==> src/rtl/recepcao_pesos_serial_pkg.sv <==
// circuito_pkg: shared state codes, ASCII digit bounds and frame slot offsets
package circuito_pkg;
  typedef enum logic [3:0] {
    IDLE  = 4'd0,
    START = 4'd1,
    DATA  = 4'd2,
    STOP  = 4'd3,
    CHECK = 4'd4
  } estado_t;
  localparam logic [7:0] ASCII_0 = 8'h30;
  localparam logic [7:0] ASCII_9 = 8'h39;
  localparam int PESO_MAX   = 0;
  localparam int PESO_MIN   = 2;
  localparam int PESO_ATUAL = 4;
  function automatic logic eh_digito(input logic [7:0] b);
    return b >= ASCII_0 && b <= ASCII_9;
  endfunction
endpackage

==> src/rtl/recepcao_pesos_serial_if.sv <==
// recepcao_pesos_serial_if: serial line in, frame/status out
interface recepcao_pesos_serial_if #(parameter int NUM_BYTES = 6);
  logic                     entrada_serial;
  logic [8*NUM_BYTES-1:0]   valor_reg;
  logic                     fim_recepcao;
  logic                     erro_recepcao;
  logic [2:0]               db_bytes;
  logic [3:0]               db_estado;
  modport master(output entrada_serial, input valor_reg, fim_recepcao, erro_recepcao, db_bytes, db_estado);
  modport slave(input entrada_serial, output valor_reg, fim_recepcao, erro_recepcao, db_bytes, db_estado);
endinterface

==> src/rtl/recepcao_pesos_serial_rx.sv <==
// uart_rx_byte: synchronized 8N1 byte receiver with falling-edge start detect
module uart_rx_byte
  import circuito_pkg::*;
#(
  parameter int BIT_TICKS = 434
) (
  input  logic       clock,
  input  logic       reset,
  input  logic       entrada_serial,
  output logic [7:0] dado,
  output logic       byte_pronto,
  output logic       erro_stop,
  output logic [3:0] estado
);
  localparam int TW = $clog2(BIT_TICKS);
  logic s1, s2, s3;
  estado_t st, nx;
  logic [TW-1:0] tick;
  logic [2:0] nbits;
  logic stop_bit;
  logic meio, fim_bit;
  assign meio        = tick == TW'(BIT_TICKS / 2 - 1);
  assign fim_bit     = tick == TW'(BIT_TICKS - 1);
  assign byte_pronto = st == CHECK;
  assign erro_stop   = ~stop_bit;
  assign estado      = st;
  // two-flop synchronizer plus one delayed copy for falling-edge detection
  always_ff @(posedge clock or posedge reset)
    if (reset) {s1, s2, s3} <= 3'b111;
    else {s1, s2, s3} <= {entrada_serial, s1, s2};
  // state register
  always_ff @(posedge clock or posedge reset)
    if (reset) st <= IDLE;
    else st <= nx;
  // next state: a start needs a fresh falling edge, so a stuck-low line cannot retrigger
  always_comb begin
    nx = st;
    case (st)
      IDLE:    nx = (!s2 && s3) ? START : IDLE;
      START:   if (meio) nx = s2 ? IDLE : DATA;
      DATA:    if (fim_bit && nbits == 3'd7) nx = STOP;
      STOP:    if (fim_bit) nx = CHECK;
      CHECK:   nx = IDLE;
      default: nx = IDLE;
    endcase
  end
  // bit timing, LSB-first shift and stop-bit capture
  always_ff @(posedge clock or posedge reset)
    if (reset) begin
      tick     <= '0;
      nbits    <= '0;
      dado     <= '0;
      stop_bit <= 1'b0;
    end else begin
      tick  <= (st == IDLE || st == CHECK || (st == START && meio) || fim_bit) ? '0 : tick + 1'b1;
      nbits <= (st == IDLE) ? 3'd0 : (st == DATA && fim_bit) ? nbits + 3'd1 : nbits;
      if (st == DATA && fim_bit) dado <= {s2, dado[7:1]};
      if (st == STOP && fim_bit) stop_bit <= s2;
    end
endmodule

==> src/rtl/recepcao_pesos_serial.sv <==
// recepcao_pesos_serial: validates ASCII digit bytes and publishes complete weight frames
module recepcao_pesos_serial
  import circuito_pkg::*;
#(
  parameter int BIT_TICKS    = 434,
  parameter int NUM_BYTES    = 6,
  parameter int TIMEOUT_BITS = 20
) (
  input logic clock,
  input logic reset,
  recepcao_pesos_serial_if.slave bus
);
  localparam int W      = 8 * NUM_BYTES;
  localparam int LIMITE = TIMEOUT_BITS * BIT_TICKS;
  localparam int CW     = $clog2(LIMITE + 1);
  logic [7:0] dado;
  logic pronto, erro_stop, valido, ultimo;
  logic [3:0] estado;
  logic [W-1:0] sombra, sombra_nx;
  logic [CW-1:0] ociosos;
  uart_rx_byte #(.BIT_TICKS(BIT_TICKS)) u_rx (
    .clock(clock),
    .reset(reset),
    .entrada_serial(bus.entrada_serial),
    .dado(dado),
    .byte_pronto(pronto),
    .erro_stop(erro_stop),
    .estado(estado)
  );
  assign bus.db_estado = estado;
  assign valido = !erro_stop && eh_digito(dado);
  assign ultimo = bus.db_bytes == 3'(NUM_BYTES - 1);
  // shadow with the incoming byte dropped into its slot; first byte lands in the top byte
  always_comb begin
    sombra_nx = sombra;
    sombra_nx[(NUM_BYTES - 1 - int'(bus.db_bytes)) * 8 +: 8] = dado;
  end
  // slot counter, shadow, atomic frame publish, sticky error and inter-byte timeout
  always_ff @(posedge clock or posedge reset)
    if (reset) begin
      sombra            <= {NUM_BYTES{ASCII_0}};
      bus.valor_reg     <= {NUM_BYTES{ASCII_0}};
      bus.fim_recepcao  <= 1'b0;
      bus.erro_recepcao <= 1'b0;
      bus.db_bytes      <= '0;
      ociosos           <= '0;
    end else begin
      bus.fim_recepcao <= pronto && valido && ultimo;
      ociosos <= (estado == 4'(IDLE) && bus.db_bytes != 3'd0 && ociosos != CW'(LIMITE)) ? ociosos + 1'b1 : '0;
      if (pronto) begin
        if (!valido) begin
          bus.erro_recepcao <= 1'b1;
          bus.db_bytes      <= '0;
        end else if (ultimo) begin
          bus.valor_reg     <= sombra_nx;
          bus.erro_recepcao <= 1'b0;
          bus.db_bytes      <= '0;
        end else begin
          sombra       <= sombra_nx;
          bus.db_bytes <= bus.db_bytes + 3'd1;
        end
      end else if (ociosos == CW'(LIMITE)) bus.db_bytes <= '0;
    end
endmodule

==> src/flat_wrapper.sv <==
// flat-port wrapper written by rule: the top's interface ports become plain ports
module recepcao_pesos_serial_flat import circuito_pkg::*;
#(
  parameter int BIT_TICKS    = 434,
  parameter int NUM_BYTES    = 6,
  parameter int TIMEOUT_BITS = 20
)
  (clock, reset, bus_entrada_serial, bus_valor_reg, bus_fim_recepcao, bus_erro_recepcao, bus_db_bytes, bus_db_estado);
  recepcao_pesos_serial_if #(.NUM_BYTES(NUM_BYTES)) bus_i ();
  input logic clock;
  input logic reset;
  input wire logic [$bits(bus_i.entrada_serial)-1:0] bus_entrada_serial;
  output wire logic [$bits(bus_i.valor_reg)-1:0] bus_valor_reg;
  output wire logic [$bits(bus_i.fim_recepcao)-1:0] bus_fim_recepcao;
  output wire logic [$bits(bus_i.erro_recepcao)-1:0] bus_erro_recepcao;
  output wire logic [$bits(bus_i.db_bytes)-1:0] bus_db_bytes;
  output wire logic [$bits(bus_i.db_estado)-1:0] bus_db_estado;
  assign bus_i.entrada_serial = bus_entrada_serial;
  assign bus_valor_reg = bus_i.valor_reg;
  assign bus_fim_recepcao = bus_i.fim_recepcao;
  assign bus_erro_recepcao = bus_i.erro_recepcao;
  assign bus_db_bytes = bus_i.db_bytes;
  assign bus_db_estado = bus_i.db_estado;
  recepcao_pesos_serial #(.BIT_TICKS(BIT_TICKS), .NUM_BYTES(NUM_BYTES), .TIMEOUT_BITS(TIMEOUT_BITS)) u_core (.clock(clock), .reset(reset), .bus(bus_i));
endmodule
==> config.mk <==
export PLATFORM = sky130hd
export DESIGN_NAME = recepcao_pesos_serial_flat
export DESIGN_NICKNAME = d
export VERILOG_FILES = /design/src/rtl/recepcao_pesos_serial_pkg.sv /design/src/rtl/recepcao_pesos_serial_if.sv /design/src/rtl/recepcao_pesos_serial_rx.sv /design/src/rtl/recepcao_pesos_serial.sv /design/src/flat_wrapper.sv
export SDC_FILE = /design/constraint.sdc
export NUM_CORES = 1
export LEC_CHECK = 0
export BUFFER_PORTS_ARGS = -buffer_cell sky130_fd_sc_hd__buf_2
export CAP_MARGIN = 20
export CORE_MARGIN = 5
export CORE_UTILIZATION = 25
export CTS_BUF_LIST = sky130_fd_sc_hd__clkbuf_2 sky130_fd_sc_hd__clkbuf_4 sky130_fd_sc_hd__clkbuf_8
export DETAILED_ROUTE_END_ITERATION = 10
export GPL_TIMING_DRIVEN = 0
export HOLD_SLACK_MARGIN = 0.02
export PLACE_DENSITY = 0.47
export SLEW_MARGIN = 20
export SYNTH_ARGS = -nofsm -noshare
export SYNTH_HDL_FRONTEND = slang
export SYNTH_SLANG_ARGS = --single-unit
==> constraint.sdc <==
create_clock -name clock -period 6.2 [get_ports clock]
set_clock_uncertainty 0.2 [all_clocks]
set_input_delay 1.24 -clock clock [delete_from_list [all_inputs] [get_ports clock]]
set_output_delay 1.24 -clock clock [all_outputs]
set_load 0.02 [all_outputs]
## Yosys cells after proc, flatten, opt, wreduce, memory -nomap -nowiden

Index checks and enable logic that the tools add are counted.

- Bits of input ports: 3
- Bits in registers: 143
- Word-level logic and storage cells: 79
- Output and inout port bits: 57

- Shift operators: 2
- Multiplexer cells: 17
- Order comparisons: 2
- Eq/ne operators: 14
- $add $sub $neg: 6
- Bitwise gates (word level): 1
- Reduce and logical (&&, ||, !) cells: 23

Operators with widths:

| operator | count |
|---|---|
| 48-bit bitwise mux | 1 |
| 8-bit by 33-bit variable shift with 48-bit output (first input constant) | 1 |
| 8-bit by 33-bit indexed part select with 48-bit output | 1 |
| 32-bit negation with 33-bit output | 1 |
| 3-bit two-way mux | 6 |
| 4-bit case mux with 4 select lines | 1 |
| 14-bit by 1-bit adder with 14-bit output (second input constant) | 1 |
| 14-bit == test (second input constant) | 1 |
| 14-bit two-way mux | 1 |
| 14-bit inequality test (second input constant) | 1 |
| 4-bit two-way mux | 3 |
| 1-bit logical AND | 11 |
| 9-bit by 1-bit adder with 9-bit output (second input constant) | 1 |
| 9-bit by 8-bit == test with 1-bit output (second input constant) | 1 |
| 9-bit == test (second input constant) | 1 |
| 9-bit two-way mux | 1 |
| 3-bit AND reduction | 3 |
| 4-bit by 2-bit == test with 1-bit output (second input constant) | 2 |
| 8-bit by 6-bit >= comparator with 1-bit output (second input constant) | 1 |
| 8-bit by 6-bit <= comparator with 1-bit output (second input constant) | 1 |
| 2-bit inequality test (second input constant) | 4 |
| 3-bit by 1-bit adder with 3-bit output (second input constant) | 2 |
| 3-bit == test (second input constant) | 2 |
| 4-bit by 1-bit == test with 1-bit output (second input constant) | 1 |
| 11 further kinds | 16 |

## Logic depth before layout (Yosys ltp)

Gate-level depths: netlist of run 1.

- Depth in word-level cells: 5
- Mapped depth: 11
- Gate-level depth less buffers: 10

## Modules after synthesis

From an unflattened synthesis of run 1, not the netlist that was laid out.

- Cell total of the unflattened synthesis: 594
- Area, all modules: 6456.2 um^2

By module, submodules not included:

| module | times used | area each (um^2) | cells each |
|---|---|---|---|
| recepcao_pesos_serial | 1 | 5152.4 | 486 |
| uart_rx_byte | 1 | 1303.8 | 108 |

## Worst setup path after synthesis of run 1

Ideal clock, no wire load.

- Path type: flip-flop to flip-flop
- Start point: register u_core.bus.db_bytes[1]
- End point: register u_core.sombra[32]
- Cell stages (with the launch flop): 12
- Path slack: 2.867 ns
- Setup time: 0.125 ns
- Period minus slack after synthesis: 3.333 ns
- Arrival time: 3.008 ns
- Cell sequence: dfrtp_1 > inv_1 > ha_1 > and2_1 > inv_1 > ha_1 > or4b_4 > nor4_4 > and2_4 > and3_4 > buf_8 > mux2_4

- Longest elaborated chain between the ends: 4
- Elaborated cells on any way between the ends: 8
- Those cells by class: 2 x add/sub; 1 x eq/ne; 2 x shift; 1 x mux; 1 x bitwise; 1 x reduce/logical

RTL lines:

| item | line | text |
|---|---|---|
| from (decl) | recepcao_pesos_serial_if.sv:10 | `modport slave(input entrada_serial, output valor_reg, fim_recepcao, erro_recepcao, db_bytes, db_estado);` |
| from (signal assigned) | recepcao_pesos_serial.sv:60 | `bus.db_bytes <= bus.db_bytes + 3'd1;` |
| 3-bit by 3-bit subtractor with 4-bit output | recepcao_pesos_serial.sv:36 | `sombra_nx[(NUM_BYTES - 1 - int'(bus.db_bytes)) * 8 +: 8] = dado;` |
| 32-bit negation with 33-bit output | recepcao_pesos_serial.sv:36 |  |
| 8-bit by 33-bit indexed part select with 48-bit output or 8-bit by 33-bit variable shift with 48-bit output (tied branches) | recepcao_pesos_serial.sv:36 |  |
| 48-bit bitwise mux | recepcao_pesos_serial.sv:36 |  |
| to (signal assigned) | recepcao_pesos_serial.sv:41 | `sombra <= {NUM_BYTES{ASCII_0}};` |
| to (signal assigned) | recepcao_pesos_serial.sv:59 | `sombra <= sombra_nx;` |
| to (decl) | recepcao_pesos_serial.sv:19 | `logic [W-1:0] sombra, sombra_nx;` |

Several ways; a longest one is shown, not always the timed one.
A chain may end at the register's enable or synchronous reset.

## Worst setup path after layout of run 1

- Start point: register u_core.bus.db_bytes[1]
- End point: register u_core.bus.valor_reg[38]

- Longest elaborated chain between the ends: 4
- Elaborated cells on any way between the ends: 7
- Those cells by class: 2 x add/sub; 1 x eq/ne; 2 x shift; 1 x mux; 1 x reduce/logical

RTL lines:

| item | line | text |
|---|---|---|
| 3-bit by 3-bit subtractor with 4-bit output | recepcao_pesos_serial.sv:36 |  |
| 32-bit negation with 33-bit output | recepcao_pesos_serial.sv:36 |  |
| 8-bit by 33-bit indexed part select with 48-bit output or 8-bit by 33-bit variable shift with 48-bit output (tied branches) | recepcao_pesos_serial.sv:36 |  |
| 48-bit bitwise mux | recepcao_pesos_serial.sv:36 |  |
| to (signal assigned) | recepcao_pesos_serial.sv:42 | `bus.valor_reg <= {NUM_BYTES{ASCII_0}};` |
| to (signal assigned) | recepcao_pesos_serial.sv:55 | `bus.valor_reg <= sombra_nx;` |
| to (decl) | recepcao_pesos_serial_if.sv:10 |  |

Several ways; a longest one is shown, not always the timed one.

==> reports/results.ini, run 1 <==
[timing]
rsz0062_at_grt=false
worst_pin_slew_ns=0.673
report.final.slew_viol_count=0
finalHoldViolations=0
fmax_ghz=0.282
post-route-period-util=0.573
setup_viol=0
final.setup.tns_ns=0
maxSlewHeadroom=0.551
period_minus_slack_ns=3.55

[cts]
clock_sinks=142
clk_pin_slew_worst_paths_ns=0.08
cts_max_level=4
cts_setup_buffers=0
numCtsBuffers=17
cts.path.max_buffers=2
cts_tree=done
clockRootBuffer=clkbuf_8
clk_latency_ns=0.46
cts_resized=0
holdBufCountCts=0

[power_and_ir_drop]
ir_drop_mv=0.0908
p_per_area_mw_per_mm2=240
power_leakage_nw=3.57

[setup_path]
r2r-start=u_core.bus.db_bytes[1]$_DFFE_PP0P_
crit_buf_inv=2
path_cells=inv_1 -> ha_1 -> and2_1 -> inv_1 -> ha_1 -> or4b_4 -> nor3_1 -> nand3_1 -> and2_1 -> a22o_1
rr_worst_depth=10
r2r_setup_slack_ns=2.65
cp-start-kind=register
critPathMaxStageDelay_ns=0.56
worstPathArrival_ns=3.69
cp_max_fo=7
path_class=register to register
reg2reg_to=u_core.bus.valor_reg[38]$_DFFE_PP0P_
cp_slowest_cell=or4b_4
endpoint_kind=register
required_ns=6.34
crit_family=simple AND/OR/NAND/NOR gates

[placement]
dp_hpwl_um=10200
port_buffers=58
gp_congestion=0.771
place_area_mm2=0.00707

[synth]
synth-edff-count=0
synthDistinctLibCells=55
ys_ff_latch=142
syn_nets=619
syn_inst=598
synthesis.area_mm2=0.00633
async_flop_share=1.00
yosysSeqAreaShare=0.567
synth_top_flop_cell=dfrtp_1
syn_avg_cell_area_um2=10.6
yosysWarnings=0

[detailed_routing]
postRouteAntennaNets=0
drtIter0Drc=216
drc_errors=0
wl_per_cell_um=14.2
via_per_inst=4.29
drt-pass1-iter-count=4
vias=4373
routed_wl_um=14500

[global_routing]
grt_pass1_vias=4487
grt_pass1_wl_um=24200
gr-total-overflow=0
grt_max_degree=73
grt_util_all_layers=0.106
antenna_found_initial=0

[final_layout]
postLayoutCellArea_mm2=0.00747
final_net_count=697
num_antenna_cells=0
drive_gt1_frac=0.244
area_growth_pct=18.0

[floorplan]
rows=58
fp.coreArea_mm2=0.0250
die_w_um=169
die_area_mm2=0.0286
initial_utilization=0.253
fp.dieH_um=169
num_io_pins=60

[worst_hold_path]
holdPathStages=0
hold_path_class=register to register
min-delay-start=u_core.u_rx.s1$_DFF_PP1_
min_to=u_core.u_rx.s2$_DFF_PP1_

[run]
maxCapViolations=0

[outcome]
status=complete, no violations

-- cell usage after synthesis, types with 4 or more instances --
library cell / count / area share
nand3_1: 13 / 0.010
ha_1: 17 / 0.034
xnor2_1: 10 / 0.014
nand2b_1: 6 / 0.0059
mux2_4: 4 / 0.0095
a221oi_1: 4 / 0.0055
o21ai_0: 44 / 0.035
nor2_1: 69 / 0.041
and2b_1: 5 / 0.0059
nand3b_1: 4 / 0.0047
and2_1: 11 / 0.011
dfrtp_1: 115 / 0.45
mux2_2: 17 / 0.030
nor3_1: 7 / 0.0055
a21oi_1: 29 / 0.023
mux2i_1: 11 / 0.017
nand2_1: 93 / 0.055
xor2_1: 10 / 0.014
nor2b_1: 10 / 0.0099
and3_1: 10 / 0.0099
buf_2: 4 / 0.0032
dfstp_2: 27 / 0.11
clkbuf_1: 13 / 0.0077
or2_2: 8 / 0.0079
inv_1: 14 / 0.0083
-- cells by family (layout without fill, tap and decap cells) --
kind of cell / count (synthesis) / count (layout) / synth area share
muxes: 32 / 32 / 0.0571
other: 1 / 1 / 0.000592
adders and majority gates: 18 / 18 / 0.0368
AOI/OAI and AO/OA: 87 / 87 / 0.0761
buffers and inverters: 35 / 126 / 0.0251
and+or+nand+nor: 263 / 263 / 0.210
DFF: 142 / 142 / 0.567
xor gates and xnor gates: 20 / 20 / 0.0277
-- per-stage QoR --
step | utilization | hold slack [ns] | instances | setup slack, ns | total power, mW
final | 0.298 | 0.160 | 1019 | 2.65 | 1.79
after CTS | 0.298 | 0.161 | 1019 | 2.64 | 1.82
after detailed placement | 0.282 | 0.148 | 987 | 2.65 | 1.06
after global routing | 0.298 | 0.165 | 1019 | 2.50 | 1.88
after global placement | 0.281 | 0.147 | 986 | -0.956 | 1.06
after floorplan | - | 0.145 | 598 | 0.995 | 1.04
-- power by group --
| group | internal (mW) | switching, mW | leakage (nW) |
|---|---|---|---|
| clock network | 0.342 | 0.406 | 0.203 |
| registers | 0.944 | 0.0202 | 1.88 |
| logic | 0.0294 | 0.0473 | 1.49 |
| total | 1.32 | 0.473 | 3.57 |
-- layer usage --
| layer | vias to the layer above | GRT usage | share of wire |
|---|---|---|---|
| li1 | 2177 | - | - |
| met1 | 2121 | 0.142 | 0.48 |
| met2 | 63 | 0.163 | 0.46 |
| met3 | 12 | 0.0376 | 0.052 |
| met4 | 0 | 0.0308 | 0.012 |
| met5 | - | 0 | 0 |
-- final cells by class --
| class | instances | area (um2) |
|---|---|---|
| Buffer | 20 | 103 |
| Tap cell | 330 | 413 |
| Fill cell | 2641 | 17600 |
| Timing Repair Buffer | 59 | 318 |
| Sequential cell | 142 | 3590 |
| Inverter | 15 | 63.8 |
| Clock buffer | 18 | 248 |
| Clock inverter | 14 | 145 |
| Multi-Input combinational cell | 421 | 2590 |
-- cell usage in the layout, fill, tap and decap left out, types with 5 or more instances in the layout --
cell      instances
mux2i_1          11
o21ai_0          44
a21oi_1          29
inv_1            13
and3_1           10
nor2b_1          10
ha_1             17
dfrtp_1         115
and2_1           11
or2_2             8
and2b_1           5
nor3_1            7
nand3_1          13
buf_2            62
mux2_2           17
nor2_1           69
clkbuf_1         13
xnor2_1          10
xor2_1           10
inv_6             6
nand2_1          93
nand2b_1          6
clkbuf_8         18
dfstp_2          27
-- worst register-to-register path, delay by kind of cell, from the launching register on --
| kind | cells | cell delay [ns] |
|---|---|---|
| compound gates | 1 | 0.19 |
| fa+ha+maj | 2 | 0.52 |
| buf+inv | 2 | 0.25 |
| flops | 1 | 0.45 |
| simple gates | 5 | 1.85 |
-- worst max path at each step --
stage	slack (ns)	end	from	cells after the start
3_3_place_gp	-0.96	u_core.bus.valor_reg[8]$_DFFE_PP0P_	reset	2
2_1_floorplan	1.0	u_core.bus.db_bytes[0]$_DFFE_PP0P_	reset	1
3_5_place_dp	2.65	u_core.bus.valor_reg[34]$_DFFE_PP0P_	u_core.bus.db_bytes[1]$_DFFE_PP0P_	10
6_report	2.65	u_core.bus.valor_reg[38]$_DFFE_PP0P_	u_core.bus.db_bytes[1]$_DFFE_PP0P_	10
4_1_cts	2.64	u_core.bus.valor_reg[38]$_DFFE_PP0P_	u_core.bus.db_bytes[1]$_DFFE_PP0P_	10
5_1_grt	2.50	u_core.bus.valor_reg[35]$_DFFE_PP0P_	u_core.bus.db_bytes[1]$_DFFE_PP0P_	10
(Power assumes the default switching activity.)
==> run 2, diff against run 1 <==
--- a/config.mk
+++ b/config.mk
@@ -13,7 +13,7 @@
 export DETAILED_ROUTE_END_ITERATION = 10
 export GPL_TIMING_DRIVEN = 0
 export HOLD_SLACK_MARGIN = 0.02
-export PLACE_DENSITY = 0.47
+export PLACE_DENSITY = 0.49
 export SLEW_MARGIN = 20
 export SYNTH_ARGS = -nofsm -noshare
 export SYNTH_HDL_FRONTEND = slang
==> constraint.sdc (replaced) <==
create_clock -name clock -period 3.2 [get_ports clock]
set_clock_uncertainty 0.2 [all_clocks]
set_input_delay 0.64 -clock clock [delete_from_list [all_inputs] [get_ports clock]]
set_output_delay 0.64 -clock clock [all_outputs]
set_load 0.02 [all_outputs]
==> run 2 against run 1 <==
Core utilization increased by 1.1 points; worst setup slack got worse by 2.6 ns; via count increased by 1.9%; largest cell class unchanged; largest power group unchanged.
==> reports/results.ini, run 2 (synthesis gave the netlist of run 1 again) <==
[detailed_routing]
vias=4457  ; was 4,373
wl_per_cell_um=13.9  ; was 14.2 um
routed_wl_um=14500  ; about the same
drt-pass1-iter-count=4  ; unchanged
postRouteAntennaNets=0  ; unchanged
drtIter0Drc=200  ; was 216
via_per_inst=4.28  ; was 4.29
drc_errors=0  ; unchanged

[floorplan]
rows=58  ; unchanged
initial_utilization=0.253  ; unchanged
num_io_pins=60  ; unchanged
fp.coreArea_mm2=0.0250  ; unchanged
fp.dieH_um=169  ; unchanged
die_w_um=169  ; unchanged
die_area_mm2=0.0286  ; unchanged

[final_layout]
drive_gt1_frac=0.283  ; was 0.244
final_net_count=719  ; was 697
final_common_cell=dfrtp_1  ; unchanged
final_cell_mix=dfrtp_1, nand2_1, nor2_1  ; unchanged
area_growth_pct=22.5  ; was 18.0%
fin_cells=1041  ; was 1,019
fillCellCount=2646  ; was 2,641
post-route-util=0.310  ; was 0.298
num_antenna_cells=0  ; unchanged

[power_and_ir_drop]
p_sw_frac=0.257  ; was 0.264
p_int_mw=2.62  ; was 1.32 mW
p_comb_frac=0.046  ; was 0.043
power.switching_uw=906  ; was 473 uW
p_total_mw=3.52  ; was 1.79 mW
ir_drop_mv=0.208  ; was 0.0908 mV
power_leakage_nw=3.71  ; was 3.57 nW
pwr-share-seq=0.531  ; was 0.539
p_per_area_mw_per_mm2=455  ; was 240 mW/mm2
p_clk_frac=0.423  ; was 0.418

[setup_path]
cp_slowest_cell=or4b_4  ; unchanged
cp-startpoint=u_core.bus.db_bytes[1]$_DFFE_PP0P_  ; unchanged
critPathMaxStageDelay_ns=0.56  ; about the same
critPathMostFrequentCell=ha_1
crit_buf_inv=1  ; was 2
endpoint_kind=register  ; unchanged
cp_max_fo=8  ; was 7
r2r_setup_slack_ns=0.1  ; was 2.65 ns
worstPathArrival_ns=3.23  ; was 3.69 ns
r2r-start=u_core.bus.db_bytes[1]$_DFFE_PP0P_  ; unchanged
cp-start-kind=register  ; unchanged
path_class=register to register  ; unchanged
crit_family=simple AND/OR/NAND/NOR gates  ; unchanged
required_ns=3.33  ; was 6.34 ns
path_cells=inv_4 -> ha_1 -> nand2b_4 -> ha_1 -> or4b_4 -> nor4_4 -> and2_4 -> and3_4 -> mux2_4  ; was inv_1 -> ha_1 -> and2_1 -> inv_1 -> ha_1 -> or4b_4 -> nor3_1 -> nand3_1 -> and2_1 -> a22o_1

[global_routing]
antenna_found_initial=0  ; unchanged
grt_util_all_layers=0.105  ; was 0.106
grt_max_degree=29  ; was 73
grt_pass1_wl_um=24000  ; was 24,200 um
gr-total-overflow=0  ; unchanged
grt_pass1_vias=4534  ; was 4,487

[worst_hold_path]
hold_path_class=primary input to async pin  ; was register to register

[cts]
numCtsBuffers=17  ; unchanged
cts_max_level=4  ; unchanged
clock_sinks=142  ; unchanged
clockRootBuffer=clkbuf_8  ; unchanged
clk_pin_slew_worst_paths_ns=0.09  ; was 0.08 ns
clk_latency_ns=0.44  ; was 0.46 ns
cts_tree=done  ; unchanged
cts.path.max_buffers=2  ; unchanged
holdBufCountCts=0  ; unchanged

[timing]
finalHoldViolations=0  ; unchanged
post-route-period-util=0.970  ; was 0.573
report.final.slew_viol_count=0  ; unchanged
worst_pin_slew_ns=0.719  ; was 0.673 ns
setup_viol=0  ; unchanged
maxSlewHeadroom=0.517  ; was 0.551
period_minus_slack_ns=3.10  ; was 3.55 ns
fmax_ghz=0.322  ; was 0.282 GHz

[run]
maxCapViolations=0  ; unchanged

[outcome]
status=complete, no violations  ; unchanged

[placement]
port_buffers=58  ; unchanged
placed_cells=991  ; was 987
gp_congestion=0.766  ; was 0.771
dp_hpwl_um=10400  ; was 10,200 um

## run 2: cell count changes in the layout (fill, tap and decap cells not counted), sizes merged
| cell | change |
|---|---|
| buf | +22 |
| clkbuf | -1 |
| clkinv | -3 |
| bufinv | +1 |
| clkinvlp | +4 |
| inv | -1 |
## run 2: worst paths after layout
kind                                                  to  cells after the start
max                        u_core.sombra[33]$_DFFE_PP0P_                      9
min                        u_core.u_rx.tick[6]$_DFF_PP0_                      2
max reg2reg                u_core.sombra[33]$_DFFE_PP0P_                      9
min reg2reg                     u_core.u_rx.s2$_DFF_PP1_                      0
max in group asynchronous  u_core.sombra[20]$_DFFE_PP1P_                      5
min in group clock              u_core.u_rx.s1$_DFF_PP1_                      1
## run 2: layer usage
metal / track usage / wire (um) / vias up
li1: - / - / 2219
met1: 0.140 / 6960 / 2147
met2: 0.164 / 6560 / 67
met3: 0.0269 / 578 / 24
met4: 0.0392 / 358 / 0
met5: 0 / 0 / -
## run 2: timing repair
| action | CTS | global route |
|---|---|---|
| endpoints found under the setup margin | 32 | 20 |
| gates resized for setup | 5 | 6 |
| setup buffers | 10 | 9 |
| pin swaps | 5 | 4 |
## run 2: cell type report
cell class	count	area, um2	area share
clock buffers	17	234	0.0302
inverters	15	62.6	0.00807
clock inverters	15	175	0.0226
well taps	330	413	0.0533
repair buffers	82	556	0.0717
multi-input cells	421	2630	0.340
flip-flops and latches	142	3590	0.463
plain buffers	19	87.6	0.0113
## run 2: power groups by stage
stage	registers [mW]	logic, mW	clock network, mW
after floorplan	1.90	0.114	0
after global placement	1.90	0.150	0
after detailed placement	1.91	0.169	0
after CTS	1.87	0.170	1.56
after global routing	1.88	0.194	1.63
final	1.87	0.162	1.49
## run 2: stage by stage
| stage | setup slack [ns] | TNS, ns | hold WS (ns) | instance area [um2] |
|---|---|---|---|---|
| finish | 0.0972 | 0 | 0.0955 | 7750 |
| global route | -0.00663 | -0.0200 | 0.0649 | 7750 |
| CTS | 0.00910 | 0 | 0.0575 | 7680 |
| global placement | -0.718 | -63.15 | 0.146 | 7040 |
| floorplan | 0.00973 | 0 | 0.145 | 6340 |
| detailed placement | -0.259 | -6.25 | 0.147 | 7170 |
==> run 3, diff against run 2 <==
--- a/config.mk
+++ b/config.mk
@@ -7,6 +7,7 @@
 export LEC_CHECK = 0
 export BUFFER_PORTS_ARGS = -buffer_cell sky130_fd_sc_hd__buf_2
 export CAP_MARGIN = 20
+export CORE_ASPECT_RATIO = 1.1
 export CORE_MARGIN = 5
 export CORE_UTILIZATION = 25
 export CTS_BUF_LIST = sky130_fd_sc_hd__clkbuf_2 sky130_fd_sc_hd__clkbuf_4 sky130_fd_sc_hd__clkbuf_8
==> run 3 against run 2 <==
Total power down 2.3%; die area is essentially flat; design area shrank 0.77%; first-iteration DRC count decreased by 20%; count of clock-buffer cells in the layout unchanged; critical path depth increased by 1; critical path type unchanged.
==> reports/results.ini, run 3 (synthesis gave the netlist of run 1 again) <==
[outcome]
status=complete, no violations  ; unchanged

[global_routing]
gr-total-overflow=0  ; unchanged
antenna_found_initial=0  ; unchanged
grt_pass1_wl_um=24400  ; was 24,000 um
grt_pass1_vias=4526  ; was 4,534
grt_max_degree=32  ; was 29
grt_util_all_layers=0.108  ; was 0.105

[run]
maxCapViolations=0  ; unchanged

[detailed_routing]
drtIter0Drc=161  ; was 200
met1_length_um=7030  ; was 6960 um
route.met3.wl_um=686  ; was 578 um
highest_layer=met4  ; unchanged
postRouteAntennaNets=0  ; unchanged
vias=4425  ; was 4,457
wl_per_cell_um=14.3  ; was 13.9 um
via_per_inst=4.31  ; was 4.28
drt-pass1-iter-count=4  ; unchanged
wl_met2_um=6760  ; was 6560 um
drc_errors=0  ; unchanged
routed_wl_um=14600  ; was 14,500 um

[power_and_ir_drop]
pwr-share-seq=0.543  ; was 0.531
power.switching_uw=906  ; about the same
p_per_area_mw_per_mm2=448  ; was 455 mW/mm2
p_total_mw=3.44  ; was 3.52 mW
p_int_mw=2.54  ; was 2.62 mW
p_clk_frac=0.410  ; was 0.423
power_leakage_nw=3.69  ; was 3.71 nW
p_comb_frac=0.047  ; was 0.046
p_sw_frac=0.263  ; was 0.257
ir_drop_mv=0.177  ; was 0.208 mV

[floorplan]
die_area_mm2=0.0286  ; about the same
num_io_pins=60  ; unchanged
fp.coreArea_mm2=0.0251  ; was 0.0250 mm2
initial_utilization=0.252  ; was 0.253
rows=61  ; was 58
fp.dieH_um=177  ; was 169 um
die_w_um=162  ; was 169 um

[timing]
post-route-period-util=0.968  ; was 0.970
setup_viol=0  ; unchanged
report.final.slew_viol_count=0  ; unchanged
rsz0062_at_grt=false
maxSlewHeadroom=0.501  ; was 0.517
finalHoldViolations=0  ; unchanged
whs_ns=0.0736  ; was 0.0955 ns
worst_pin_slew_ns=0.742  ; was 0.719 ns
fmax_ghz=0.323  ; was 0.322 GHz
period_minus_slack_ns=3.10  ; about the same

[final_layout]
num_antenna_cells=0  ; unchanged
final_cell_mix=dfrtp_1, nand2_1, nor2_1  ; unchanged
drive_gt1_frac=0.283  ; unchanged
final_common_cell=dfrtp_1  ; unchanged
regArea_mm2=0.00359  ; unchanged
final_net_count=719  ; unchanged
multiInputGateArea_mm2=0.00263  ; about the same
area_growth_pct=21.5  ; was 22.5%
fillCellCount=2622  ; was 2,646

[cts]
numCtsBuffers=17  ; unchanged
cts.path.max_buffers=2  ; unchanged
cts_max_level=4  ; unchanged
clk_pin_slew_worst_paths_ns=0.09  ; about the same
clock_sinks=142  ; unchanged
clk_latency_ns=0.45  ; was 0.44 ns
cts_tree=done  ; unchanged
clockRootBuffer=clkbuf_8  ; unchanged

[placement]
port_buffers=58  ; unchanged
dp_hpwl_um=10500  ; was 10,400 um
gp_congestion=0.747  ; was 0.766

[setup_path]
required_ns=3.33  ; about the same
cp-start-kind=register  ; unchanged
path_class=register to register  ; unchanged
endpoint_kind=register  ; unchanged
cp_max_fo=8  ; unchanged
worstPathArrival_ns=3.23  ; about the same

[worst_hold_path]
hold_path_class=primary input to register  ; was primary input to async pin

==> run 3: power by group through the flow <==
stage | logic [mW] | registers (mW) | clock network (mW)
after global routing | 0.191 | 1.88 | 1.55
after detailed placement | 0.166 | 1.91 | 0
final | 0.161 | 1.87 | 1.41
after CTS | 0.169 | 1.87 | 1.48
after floorplan | 0.114 | 1.90 | 0
after global placement | 0.150 | 1.90 | 0
==> run 3: final timing paths <==
check                           slack, ns                          startpoint  depth (start not counted)                            end
worst max-delay path                 0.10  u_core.bus.db_bytes[1]$_DFFE_PP0P_                         10  u_core.sombra[32]$_DFFE_PP0P_
worst min-delay path                 0.07                  bus_entrada_serial                          1       u_core.u_rx.s1$_DFF_PP1_
worst max register to register       0.10  u_core.bus.db_bytes[1]$_DFFE_PP0P_                         10  u_core.sombra[32]$_DFFE_PP0P_
worst min register to register       0.18            u_core.u_rx.s1$_DFF_PP1_                          0       u_core.u_rx.s2$_DFF_PP1_
max in group asynchronous            1.15                               reset                          7  u_core.sombra[12]$_DFFE_PP1P_
min in group asynchronous            0.47                               reset                          3  u_core.u_rx.tick[5]$_DFF_PP0_
==> run 3: timing repair <==
item | CTS | global route
hold buffers | 1 | 0
endpoints found under the setup margin | 33 | 30
hold endpoints to repair | 7 | 0
pin swaps | 3 | 4
gates resized for setup | 6 | 7
buffers inserted | 10 | 7
==> run 3: critical path: stages, from the launching register on <==
cell	delay, ns
dfrtp_2	0.40
inv_4	0.05
ha_1	0.31
nand2b_4	0.16
ha_1	0.29
or4b_4	0.52
nor4_4	0.24
and2_4	0.21
and3_4	0.18
buf_8	0.13
mux2_4	0.30
==> run 3: layer usage <==
metal / global-route usage / up-vias
met3: 0.0331 / 12
met5: 0 / -
li1: - / 2223
met4: 0.0328 / 0
met1: 0.147 / 2132
met2: 0.165 / 58
==> run 3: cell type report <==
type                            instances  area share
Multi-Input combinational cell        421       0.342
Clock inverter                         15      0.0195
Buffer                                 20      0.0135
Tap cell                              315      0.0512
Clock buffer                           17      0.0304
Inverter                               15     0.00813
Sequential cell                       142       0.467
Timing Repair Buffer                   81      0.0687
==> run 3: metrics by stage <==
step / cells / util / setup TNS [ns] / setup slack [ns] / instance area, um2
after floorplan: 598 / - / 0 / 0.00973 / 6340
after global placement: 971 / 0.280 / -59.56 / -0.692 / 7020
after detailed placement: 976 / 0.284 / -5.39 / -0.226 / 7130
after CTS: 1019 / 0.304 / 0 / 0.0162 / 7620
after global routing: 1026 / 0.306 / 0 / 0.00710 / 7690
final: 1026 / 0.306 / 0 / 0.101 / 7690
